==> config.mk <==
export PLATFORM = sky130hd
export DESIGN_NAME = pipelined_instruction_decoder
export DESIGN_NICKNAME = d
export VERILOG_FILES = /design/src/rtl/decoder_pkg.sv /design/src/rtl/instruction_decode_comb.sv /design/src/rtl/pipelined_instruction_decoder.sv
export SDC_FILE = /design/constraint.sdc
export NUM_CORES = 1
export LEC_CHECK = 0
export BUFFER_PORTS_ARGS = -buffer_cell sky130_fd_sc_hd__buf_2
export CAP_MARGIN = 15
export CORE_MARGIN = 4
export CORE_UTILIZATION = 53
export CTS_CLUSTER_DIAMETER = 120
export DETAILED_ROUTE_END_ITERATION = 8
export PLACE_DENSITY = 0.8
export REMOVE_ABC_BUFFERS = 1
export SLEW_MARGIN = 10
export SYNTH_ARGS = -nofsm -noshare
export SYNTH_HDL_FRONTEND = slang
export SYNTH_SLANG_ARGS = --single-unit
==> constraint.sdc <==
create_clock -name CLK -period 3 [get_ports CLK]
set_clock_uncertainty 0.05 [all_clocks]
set_input_delay 0.3 -clock CLK [delete_from_list [all_inputs] [get_ports CLK]]
set_output_delay 0.3 -clock CLK [all_outputs]
set_load 0.005 [all_outputs]
==> src/rtl/decoder_pkg.sv <==
// Shared definitions for the decode stage: opcodes, field encodings and control word layout.
package decoder_pkg;

  localparam int OPC_W = 7;

  // Register-to-register ALU operations
  localparam logic [6:0] OP_NOP = 7'b0000000;
  localparam logic [6:0] OP_ADD = 7'b0000010;
  localparam logic [6:0] OP_SUB = 7'b0000101;
  localparam logic [6:0] OP_SLT = 7'b1100101;
  localparam logic [6:0] OP_AND = 7'b0001000;
  localparam logic [6:0] OP_OR  = 7'b0001010;
  localparam logic [6:0] OP_XOR = 7'b0001100;

  // Memory and immediate operations
  localparam logic [6:0] OP_ST  = 7'b0000001;
  localparam logic [6:0] OP_LD  = 7'b0100001;
  localparam logic [6:0] OP_ADI = 7'b0100010;
  localparam logic [6:0] OP_SBI = 7'b0100101;
  localparam logic [6:0] OP_NOT = 7'b0101110;
  localparam logic [6:0] OP_ANI = 7'b0101000;
  localparam logic [6:0] OP_ORI = 7'b0101010;
  localparam logic [6:0] OP_XRI = 7'b0101100;

  // Unsigned immediates, moves and shifts
  localparam logic [6:0] OP_AIU = 7'b1100010;
  localparam logic [6:0] OP_SIU = 7'b1000101;
  localparam logic [6:0] OP_MOV = 7'b1000000;
  localparam logic [6:0] OP_LSL = 7'b0110000;
  localparam logic [6:0] OP_LSR = 7'b0110001;

  // Control transfer
  localparam logic [6:0] OP_JMR = 7'b1100001;
  localparam logic [6:0] OP_BZ  = 7'b0100000;
  localparam logic [6:0] OP_BNZ = 7'b1100000;
  localparam logic [6:0] OP_JMP = 7'b1000100;
  localparam logic [6:0] OP_JML = 7'b0000111;

  // MD: selects what is written back to the register file
  localparam logic [1:0] MD_ALU = 2'b00;
  localparam logic [1:0] MD_MEM = 2'b01;
  localparam logic [1:0] MD_SLT = 2'b10;

  // BS: branch select for the PC logic
  localparam logic [1:0] BS_NONE = 2'b00;
  localparam logic [1:0] BS_COND = 2'b01;
  localparam logic [1:0] BS_JUMP = 2'b10;
  localparam logic [1:0] BS_REG  = 2'b11;

  // FS overrides for shifts; all other opcodes use opcode[4:0]
  localparam logic [4:0] FS_LSL = 5'b10100;
  localparam logic [4:0] FS_LSR = 5'b11000;

  // Control word without register addresses, whose width is a parameter of the stage
  typedef struct packed {
    logic       rw;
    logic [1:0] md;
    logic [1:0] bs;
    logic       ps;
    logic       mw;
    logic [4:0] fs;
    logic       ma;
    logic       mb;
    logic       cs;
  } ctrl_t;

endpackage

==> src/rtl/instruction_decode_comb.sv <==
// Purely combinational opcode to control-word mapping with undefined-opcode detection.
module instruction_decode_comb
  import decoder_pkg::*;
#(
  parameter int                IR_W     = 32,
  parameter int                REG_AW   = 4,
  parameter logic [REG_AW-1:0] LINK_REG = {REG_AW{1'b1}}
) (
  input  logic [IR_W-1:0]   i_instr,
  output ctrl_t             o_ctrl,
  output logic [REG_AW-1:0] o_da,
  output logic [REG_AW-1:0] o_aa,
  output logic [REG_AW-1:0] o_ba,
  output logic              o_illegal
);

  logic [OPC_W-1:0]  w_opcode;
  logic [REG_AW-1:0] w_dr;
  logic [REG_AW-1:0] w_sa;
  logic [REG_AW-1:0] w_sb;
  logic              w_unusedBits;

  assign w_opcode     = i_instr[IR_W-1 -: OPC_W];
  assign w_dr         = i_instr[IR_W-8 -: REG_AW];
  assign w_sa         = i_instr[IR_W-8-REG_AW -: REG_AW];
  assign w_sb         = i_instr[IR_W-8-2*REG_AW -: REG_AW];
  assign w_unusedBits = ^i_instr[IR_W-8-3*REG_AW:0];

  // Map the opcode to control fields; anything unlisted collapses to an all-zero NOP word
  always_comb begin
    o_ctrl    = '0;
    o_ctrl.fs = w_opcode[4:0];
    o_illegal = 1'b0;
    case (w_opcode)
      OP_NOP: begin
      end
      OP_ADD, OP_SUB, OP_AND, OP_OR, OP_XOR, OP_NOT, OP_MOV: begin
        o_ctrl.rw = 1'b1;
      end
      OP_SLT: begin
        o_ctrl.rw = 1'b1;
        o_ctrl.md = MD_SLT;
      end
      OP_ST: begin
        o_ctrl.mw = 1'b1;
      end
      OP_LD: begin
        o_ctrl.rw = 1'b1;
        o_ctrl.md = MD_MEM;
      end
      OP_ADI, OP_SBI: begin
        o_ctrl.rw = 1'b1;
        o_ctrl.mb = 1'b1;
        o_ctrl.cs = 1'b1;
      end
      OP_ANI, OP_ORI, OP_XRI, OP_AIU, OP_SIU: begin
        o_ctrl.rw = 1'b1;
        o_ctrl.mb = 1'b1;
      end
      OP_LSL: begin
        o_ctrl.rw = 1'b1;
        o_ctrl.mb = 1'b1;
        o_ctrl.fs = FS_LSL;
      end
      OP_LSR: begin
        o_ctrl.rw = 1'b1;
        o_ctrl.mb = 1'b1;
        o_ctrl.fs = FS_LSR;
      end
      OP_JMR: begin
        o_ctrl.bs = BS_REG;
      end
      OP_BZ: begin
        o_ctrl.bs = BS_COND;
        o_ctrl.mb = 1'b1;
        o_ctrl.cs = 1'b1;
      end
      OP_BNZ: begin
        o_ctrl.bs = BS_COND;
        o_ctrl.ps = 1'b1;
        o_ctrl.mb = 1'b1;
        o_ctrl.cs = 1'b1;
      end
      OP_JMP: begin
        o_ctrl.bs = BS_JUMP;
        o_ctrl.mb = 1'b1;
        o_ctrl.cs = 1'b1;
      end
      OP_JML: begin
        o_ctrl.rw = 1'b1;
        o_ctrl.bs = BS_JUMP;
        o_ctrl.ma = 1'b1;
        o_ctrl.mb = 1'b1;
        o_ctrl.cs = 1'b1;
      end
      default: begin
        o_ctrl    = '0;
        o_illegal = 1'b1;
      end
    endcase
  end

  // Register addresses: DA only meaningful when writing back, JML always links into LINK_REG
  always_comb begin
    o_da = '0;
    o_aa = '0;
    o_ba = '0;
    if (!o_illegal) begin
      o_aa = w_sa;
      o_ba = w_sb;
      if (o_ctrl.rw) begin
        o_da = (w_opcode == OP_JML) ? LINK_REG : w_dr;
      end
    end
  end

endmodule

==> src/rtl/pipelined_instruction_decoder.sv <==
// Decode stage: registered control word, valid/ready on both sides, one-entry skid buffer.
module pipelined_instruction_decoder
  import decoder_pkg::*;
#(
  parameter int                IR_W     = 32,
  parameter int                REG_AW   = 4,
  parameter logic [REG_AW-1:0] LINK_REG = {REG_AW{1'b1}},
  parameter int                CNT_W    = 8
) (
  input  logic              CLK,
  input  logic              RESET_N,
  input  logic [IR_W-1:0]   IR_instruction,
  input  logic              IR_VALID,
  output logic              IR_READY,
  input  logic              FLUSH,
  output logic              DEC_VALID,
  input  logic              DEC_READY,
  output logic              RW,
  output logic [1:0]        MD,
  output logic [1:0]        BS,
  output logic              PS,
  output logic              MW,
  output logic [4:0]        FS,
  output logic              MA,
  output logic              MB,
  output logic              CS,
  output logic [REG_AW-1:0] DA,
  output logic [REG_AW-1:0] AA,
  output logic [REG_AW-1:0] BA,
  output logic              ILLEGAL,
  output logic [CNT_W-1:0]  ILL_CNT
);

  logic              r_irReady;
  logic              r_outValid;
  ctrl_t             r_ctrl;
  logic [REG_AW-1:0] r_da;
  logic [REG_AW-1:0] r_aa;
  logic [REG_AW-1:0] r_ba;
  logic              r_illegal;
  logic              r_skidFull;
  logic [IR_W-1:0]   r_skidInstr;
  logic [CNT_W-1:0]  r_illCnt;

  logic              w_accept;
  logic              w_outFree;
  logic [IR_W-1:0]   w_srcInstr;
  ctrl_t             w_ctrl;
  logic [REG_AW-1:0] w_da;
  logic [REG_AW-1:0] w_aa;
  logic [REG_AW-1:0] w_ba;
  logic              w_illegal;

  // IR_READY is only high while the skid is empty, so an accept never coincides with a full skid
  assign w_accept   = IR_VALID & r_irReady;
  assign w_outFree  = ~r_outValid | DEC_READY;
  assign w_srcInstr = r_skidFull ? r_skidInstr : IR_instruction;

  instruction_decode_comb #(
    .IR_W     (IR_W),
    .REG_AW   (REG_AW),
    .LINK_REG (LINK_REG)
  ) u_decode (
    .i_instr   (w_srcInstr),
    .o_ctrl    (w_ctrl),
    .o_da      (w_da),
    .o_aa      (w_aa),
    .o_ba      (w_ba),
    .o_illegal (w_illegal)
  );

  // Output register and skid buffer; the skid entry always drains before new input to keep order
  always_ff @(posedge CLK) begin
    if (!RESET_N) begin
      r_irReady   <= 1'b0;
      r_outValid  <= 1'b0;
      r_ctrl      <= '0;
      r_da        <= '0;
      r_aa        <= '0;
      r_ba        <= '0;
      r_illegal   <= 1'b0;
      r_skidFull  <= 1'b0;
      r_skidInstr <= '0;
    end else if (FLUSH) begin
      r_outValid <= 1'b0;
      r_skidFull <= 1'b0;
      r_irReady  <= 1'b1;
    end else if (w_outFree) begin
      if (r_skidFull || w_accept) begin
        r_ctrl     <= w_ctrl;
        r_da       <= w_da;
        r_aa       <= w_aa;
        r_ba       <= w_ba;
        r_illegal  <= w_illegal;
        r_outValid <= 1'b1;
      end else begin
        r_outValid <= 1'b0;
      end
      r_skidFull <= 1'b0;
      r_irReady  <= 1'b1;
    end else if (w_accept) begin
      r_skidInstr <= IR_instruction;
      r_skidFull  <= 1'b1;
      r_irReady   <= 1'b0;
    end
  end

  // Saturating count of undefined opcodes accepted outside a flush
  always_ff @(posedge CLK) begin
    if (!RESET_N) begin
      r_illCnt <= '0;
    end else if (!FLUSH && w_accept && w_illegal && (r_illCnt != {CNT_W{1'b1}})) begin
      r_illCnt <= r_illCnt + {{(CNT_W-1){1'b0}}, 1'b1};
    end
  end

  assign IR_READY  = r_irReady;
  assign DEC_VALID = r_outValid;
  assign RW        = r_ctrl.rw;
  assign MD        = r_ctrl.md;
  assign BS        = r_ctrl.bs;
  assign PS        = r_ctrl.ps;
  assign MW        = r_ctrl.mw;
  assign FS        = r_ctrl.fs;
  assign MA        = r_ctrl.ma;
  assign MB        = r_ctrl.mb;
  assign CS        = r_ctrl.cs;
  assign DA        = r_da;
  assign AA        = r_aa;
  assign BA        = r_ba;
  assign ILLEGAL   = r_illegal;
  assign ILL_CNT   = r_illCnt;

endmodule
## After elaboration in Yosys (flattened, before gate mapping)

Index checks and enable logic that the tools add are counted.

| operators by class | value |
|---|---|
| reduce and logical (&&, ||, !) cells | 18 |
| add/subtract/negate cells | 1 |
| eq/ne operators | 25 |
| divide/modulo/power cells | 0 |
| bitwise logic cells | 6 |
| multiply operators | 0 |
| $lt $le $gt $ge | 0 |
| muxes and demuxes | 20 |
| shift operators | 0 |

Operators by type and width:

| operator | number |
|---|---|
| 7-bit by 6-bit == test with 1-bit output, second input constant | 10 |
| 7-bit == test, second input constant | 7 |
| 32-bit two-way mux | 1 |
| 25-bit OR reduction | 1 |
| 23-bit OR reduction | 1 |
| 7-bit by 4-bit == test with 1-bit output, second input constant | 3 |
| 4-bit two-way mux | 5 |
| 19-bit OR reduction | 1 |
| 5-bit case mux with 3 select lines | 1 |
| 7-bit by 3-bit == test with 1-bit output, second input constant | 2 |
| 13-bit OR reduction | 1 |
| 1-bit two-way mux | 11 |
| 8-bit by 1-bit adder with 8-bit output, second input constant | 1 |
| 8-bit != test, second input constant | 1 |
| 7-bit by 1-bit == test with 1-bit output, second input constant | 1 |
| 7-bit by 2-bit == test with 1-bit output, second input constant | 1 |
| 7-bit zero test | 1 |
| 2-bit case mux with 3 select lines | 1 |
| 3-bit AND reduction | 2 |
| 2-bit OR reduction | 3 |
| 6-bit OR reduction | 1 |
| 1-bit NOT | 4 |
| 2-bit case mux with 2 select lines | 1 |
| 1-bit logical AND | 3 |
| other kinds (6) | 6 |

| storage, ports and cells | value |
|---|---|
| latch bits | 0 |
| RAM bits | 0 |
| logic and storage cells | 88 |
| output and inout bits | 38 |
| ROM bits | 0 |
| bits of input ports | 37 |
| memories kept | 0 |
| register bits | 71 |

## Longest topological paths before layout

| logic depth | value |
|---|---|
| word-level depth | 6 |
| depth in mapped cells | 12 |
| depth with buffers taken out | 8 |

## Modules after synthesis

A second synthesis with hierarchy kept.

| second synthesis, totals | value |
|---|---|
| cell total of the unflattened synthesis | 462 |
| area, all modules | 3,987.6 um^2 |

Modules (own cells, without submodules):

| module | sequential area each (um^2) | times used | area an instance (um^2) | cells an instance |
|---|---|---|---|---|
| pipelined_instruction_decoder | 1,421.4 | 1 | 3,337.0 | 366 |
| instruction_decode_comb | 0.0 | 1 | 650.6 | 96 |

## Worst setup path before layout

Ideal clock, no wire load.

| path | value |
|---|---|
| path kind | register to register |
| start | reg r_skidFull |
| end | reg r_illCnt[5] (netlist: ILL_CNT[5]) |
| stages on the path, launching flop included | 11 |
| required time | 2.835 ns |
| setup time | 0.115 ns |
| arrival | 2.235 ns |
| path slack | 0.601 ns |
| period minus slack after synthesis | 2.399 ns |
| path through | dfxtp_1 -> buf_6 -> buf_8 -> mux2_2 -> o211ai_1 -> a211oi_1 -> a2111oi_4 -> nand3_2 -> buf_6 -> o31a_1 -> o21a_1 |

| on the way | value |
|---|---|
| cells in the longest elaborated chain, start to end | 6 |

Ends and longest elaborated chain:

| item | RTL line | source |
|---|---|---|
| start, declared | pipelined_instruction_decoder.sv:41 | `logic r_skidFull;` |
| start signal, assigned | pipelined_instruction_decoder.sv:82 | `r_skidFull <= 1'b0;` |
| start signal, assigned | pipelined_instruction_decoder.sv:86 | `r_skidFull <= 1'b0;` |
| start signal, assigned | pipelined_instruction_decoder.sv:99 | `r_skidFull <= 1'b0;` |
| 32-bit two-way mux (*) | pipelined_instruction_decoder.sv:57 | `assign w_srcInstr = r_skidFull ? r_skidInstr : IR_instruction;` |
| 7-bit == test, or another cell as far along | instruction_decode_comb.sv:34 | `case (w_opcode)` |
| 25-bit OR reduction (no line) (*) | - |  |
| 1-bit two-way mux (*) | instruction_decode_comb.sv:34 |  |
| 1-bit logical AND (*) (2 in a row) | pipelined_instruction_decoder.sv:112 | `end else if (!FLUSH && w_accept && w_illegal && (r_illCnt != {CNT_W{1'b1}})) begin` |
| end signal, assigned | pipelined_instruction_decoder.sv:113 | `r_illCnt <= r_illCnt + {{(CNT_W-1){1'b0}}, 1'b1};` |
| end, declared | pipelined_instruction_decoder.sv:43 | `logic [CNT_W-1:0] r_illCnt;` |

Mark *: on every way between the ends. The rest lies on a longest branch, timed or not.
A chain may end at the register's enable or synchronous reset.

## Final worst setup path

Same ends and word-level chain as after synthesis.

==> impl_results.md <==
- CP max-delay cell: dfxtp_2
- Die H: 81.8 microns
- Highest achievable clock rate: about 360 MHz
- CTS H-Tree Depth: 3
- Residual DRC: 0
- Register bit total from synthesis: slightly below 60
- Switch Pwr: around 0.39 mW
- Core Footprint: about 5200 sq um
- Site row count: 26
- Share of layout cells above drive strength 1: 24.3%
- Post-DP HPWL: between 5 and 6 mm
- Clock Path Buffers: 2
- Minimum clock period: 2780 ps
- Status: finished, final reports clean
- Routed Antenna Nets: 0
- Number of flops mapped to enable cells by yosys: 0
- Top_reg_cell synth: dfxtp_1
- Vias: 2746
- Cell Chain, Critical Path: nor3_1 > or2_2 > a311oi_1 > nor3b_1 > nand3_2 > o31a_1 > o21a_1
- Vias in the first global route: between 2000 and 3000
- GPL Wtd Cong: 0.914
- Crit end category: register
- Initial Util: between 50% and 60%
- Post-Route WL: ~7.2 mm
- Clk root buf: clkbuf_8
- Setup violations, final: 0
- Hold Crit Class: in2reg
- DRT Pass-1 Iters: 4
- Element type at the critical path start: register
- Origin of the critical flop-to-flop path: r_skidFull
- Util after Layout: between 60% and 70%
- Synth warnings: 0
- Reg power frac: roughly 51%
- Netlist Area Pre-Place: a little under 3000 sq um
- Leakage: roughly 1.3 nW
- CP max stage delay: between 600 and 700 ps
- Hold_buf cts: 0
- RR Endpoint: ILL_CNT[5]
- Area Growth Syn to Fin: 18.8%
- Number of CTS-inserted buffers: 9
- Power after layout: approximately 1.5 mW
- Largest net degree at the start of global routing: 40
- Slew HR: between 30% and 40%
- Crit path max fanout: 29
- IO Count: 75
- Pwr dens: about 450 nW/um^2
- Max-slew violation count: 0
- Tcrit/Tclk final: ~90%
- Post-Syn Instances: ~350
- Vias per cell: about 5.6
- Switching fraction of total power: between 20% and 30%
- Crit path required time: roughly 3200 ps
- Worst setup margin: about 220 ps
- Count of input and output buffers: 61
- Antenna violations before repair: 0
- R2R Setup Slk: between 200 and 250 ps
- CP Class: reg2reg
- Initial drt markers: around 200
- Max VDD drop: 0.328 mV
- TNS Setup: 0 ps
- Remaining Overflow, GRT: 0
- CTS-repair resized insts: 0
- Unrepaired setup endpoints after global routing: false
- Final hold violation count: 0
- Seq/Total Area, Yosys: between 40 and 50%
- Num Clock Sinks: 58
- CTS tree: built
- Maxcap violations: 0
- Clock power frac: 40.1%
- Setup crit end: ILL_CNT[5]
- Int Pwr: 1.15 mW
- Synth cell types: between 50 and 60
- Die width: 81.8 microns
- DR WL/cell: approximately 15 microns
- Clock transition at path regs: around 60 ps
- All-Layer GR Usage: 23.1%
- Diode count: 0
- Final std cells w/o fill: approximately 490
- Worst-Margin Slew: between 1000 and 1500 ps
- Dpl ws: between 200 and 300 ps
- FF-to-FF path depth: 7
- Async S/R FF share, synth: 0%
- Worst setup path start: r_skidFull
- Syn Area/Cell: roughly 8.3 sq um
- Placed cell count: ~470
- # Post-CTS Setup Buffers: 0
- Gate power share: 9.0%
- Die area: between 6000 and 7000 sq um
- Latest clock arrival within the worst-skew pair: 340 ps
- First-pass GRT wire length: roughly 12 mm
- Final #Nets: around 450
- Critical Path AT: about 3000 ps
==> cell usage after synthesis (all sizes together) (3+ instances only) <==
library cell,instances,area share [%]
nor4,3,1.2
nor3,12,2.1
a22o,4,1.2
nand4,4,0.87
and3b,6,2.0
or3,4,0.87
mux2i,16,5.6
mux2,5,2.1
nand3b,3,0.78
buf,7,2.5
nand3,13,2.4
nor3b,8,2.3
a21oi,35,6.1
o22ai,4,1.3
nand2,58,7.6
and2,3,0.65
dfxtp,58,40
nor2,36,5.0
clkbuf,9,1.2
o21ai,26,4.5
a211oi,3,0.78
==> flip-flops by register name (all words and copies together), names as in the netlist <==
signal	flops
RW	1
MB	1
r_skidInstr	19
CS	1
AA	4
DA	4
PS	1
FS	5
r_skidFull	1
ILL_CNT	8
BS	2
ILLEGAL	1
MW	1
BA	4
MD	2
DEC_VALID	1
IR_READY	1
MA	1
==> worst max-delay path: cells and delay by family (launching register included) <==
family           cells  cell delay, ps
AND/OR/NAND/NOR      4            1200
flip-flops           1             660
AO/OA/AOI/OAI        3             760
==> layout make-up <==
| class | instances | area [sq um] |
|---|---|---|
| tap | 70 | 87.6 |
| timing repair buffer | 72 | 388 |
| clock inverter | 5 | 30.0 |
| clock buffer | 11 | 141 |
| sequential | 58 | 1160 |
| fill | 483 | 1780 |
| inverter | 2 | 7.51 |
| multi-input combinational | 271 | 1610 |
==> power by group through the flow <==
stage	logic [mW]	clock network (mW)	registers (mW)
2_1_floorplan	0.0757	0	0.805
3_3_place_gp	0.135	0	0.804
3_5_place_dp	0.137	0	0.804
4_1_cts	0.137	0.640	0.787
5_1_grt	0.154	0.682	0.788
6_report	0.139	0.620	0.787
==> cells in the final DEF, fill, tap and decap left out, drive strengths merged, types with 4 or more instances in the layout <==
cell,synthesis,final
o22ai,4,4
mux2,5,5
o21ai,26,26
nand2,58,58
dfxtp,58,58
nand4,4,4
a22o,4,4
clkbuf,9,11
and3b,6,6
nor3,12,12
a21oi,35,35
or3,4,4
nand3,13,13
nor2,36,36
mux2i,16,16
nor3b,8,8
buf,7,72
==> layer usage <==
layer | vias up | wire length (microns) | global-route usage [%]
met4 | 0 | 126 | 8.47
met3 | 14 | 477 | 7.24
met2 | 81 | 3340 | 36.3
li1 | 1389 | - | -
met1 | 1262 | 3230 | 29.6
met5 | - | 0 | 0
==> worst min path at each step <==
stage,startpoint,cells after the start,to
after global placement,BA[2],2,BA[2]
final,FLUSH,2,r_skidFull
after detailed placement,AA[1],2,AA[1]
after global routing,FLUSH,2,r_skidFull
after CTS,FLUSH,2,r_skidFull
after floorplan,FLUSH,1,r_skidFull
==> metrics by stage <==
stage          hold slack [ps]  area [sq um]
2_1_floorplan              329          2780
3_3_place_gp               384          3250
3_5_place_dp               389          3250
4_1_cts                    113          3430
5_1_grt                    119          3430
6_report                   126          3430
==> cell families after synthesis <==
group | synth area share (%)
AOI/OAI and AO/OA | 19.5
adders and majority gates | 0.434
xor gates and xnor gates | 0.608
muxes | 7.64
and+or+nand+nor | 27.6
DFF | 40.3
buffers and inverters | 3.91
Power figures use the tool's default switching activity.
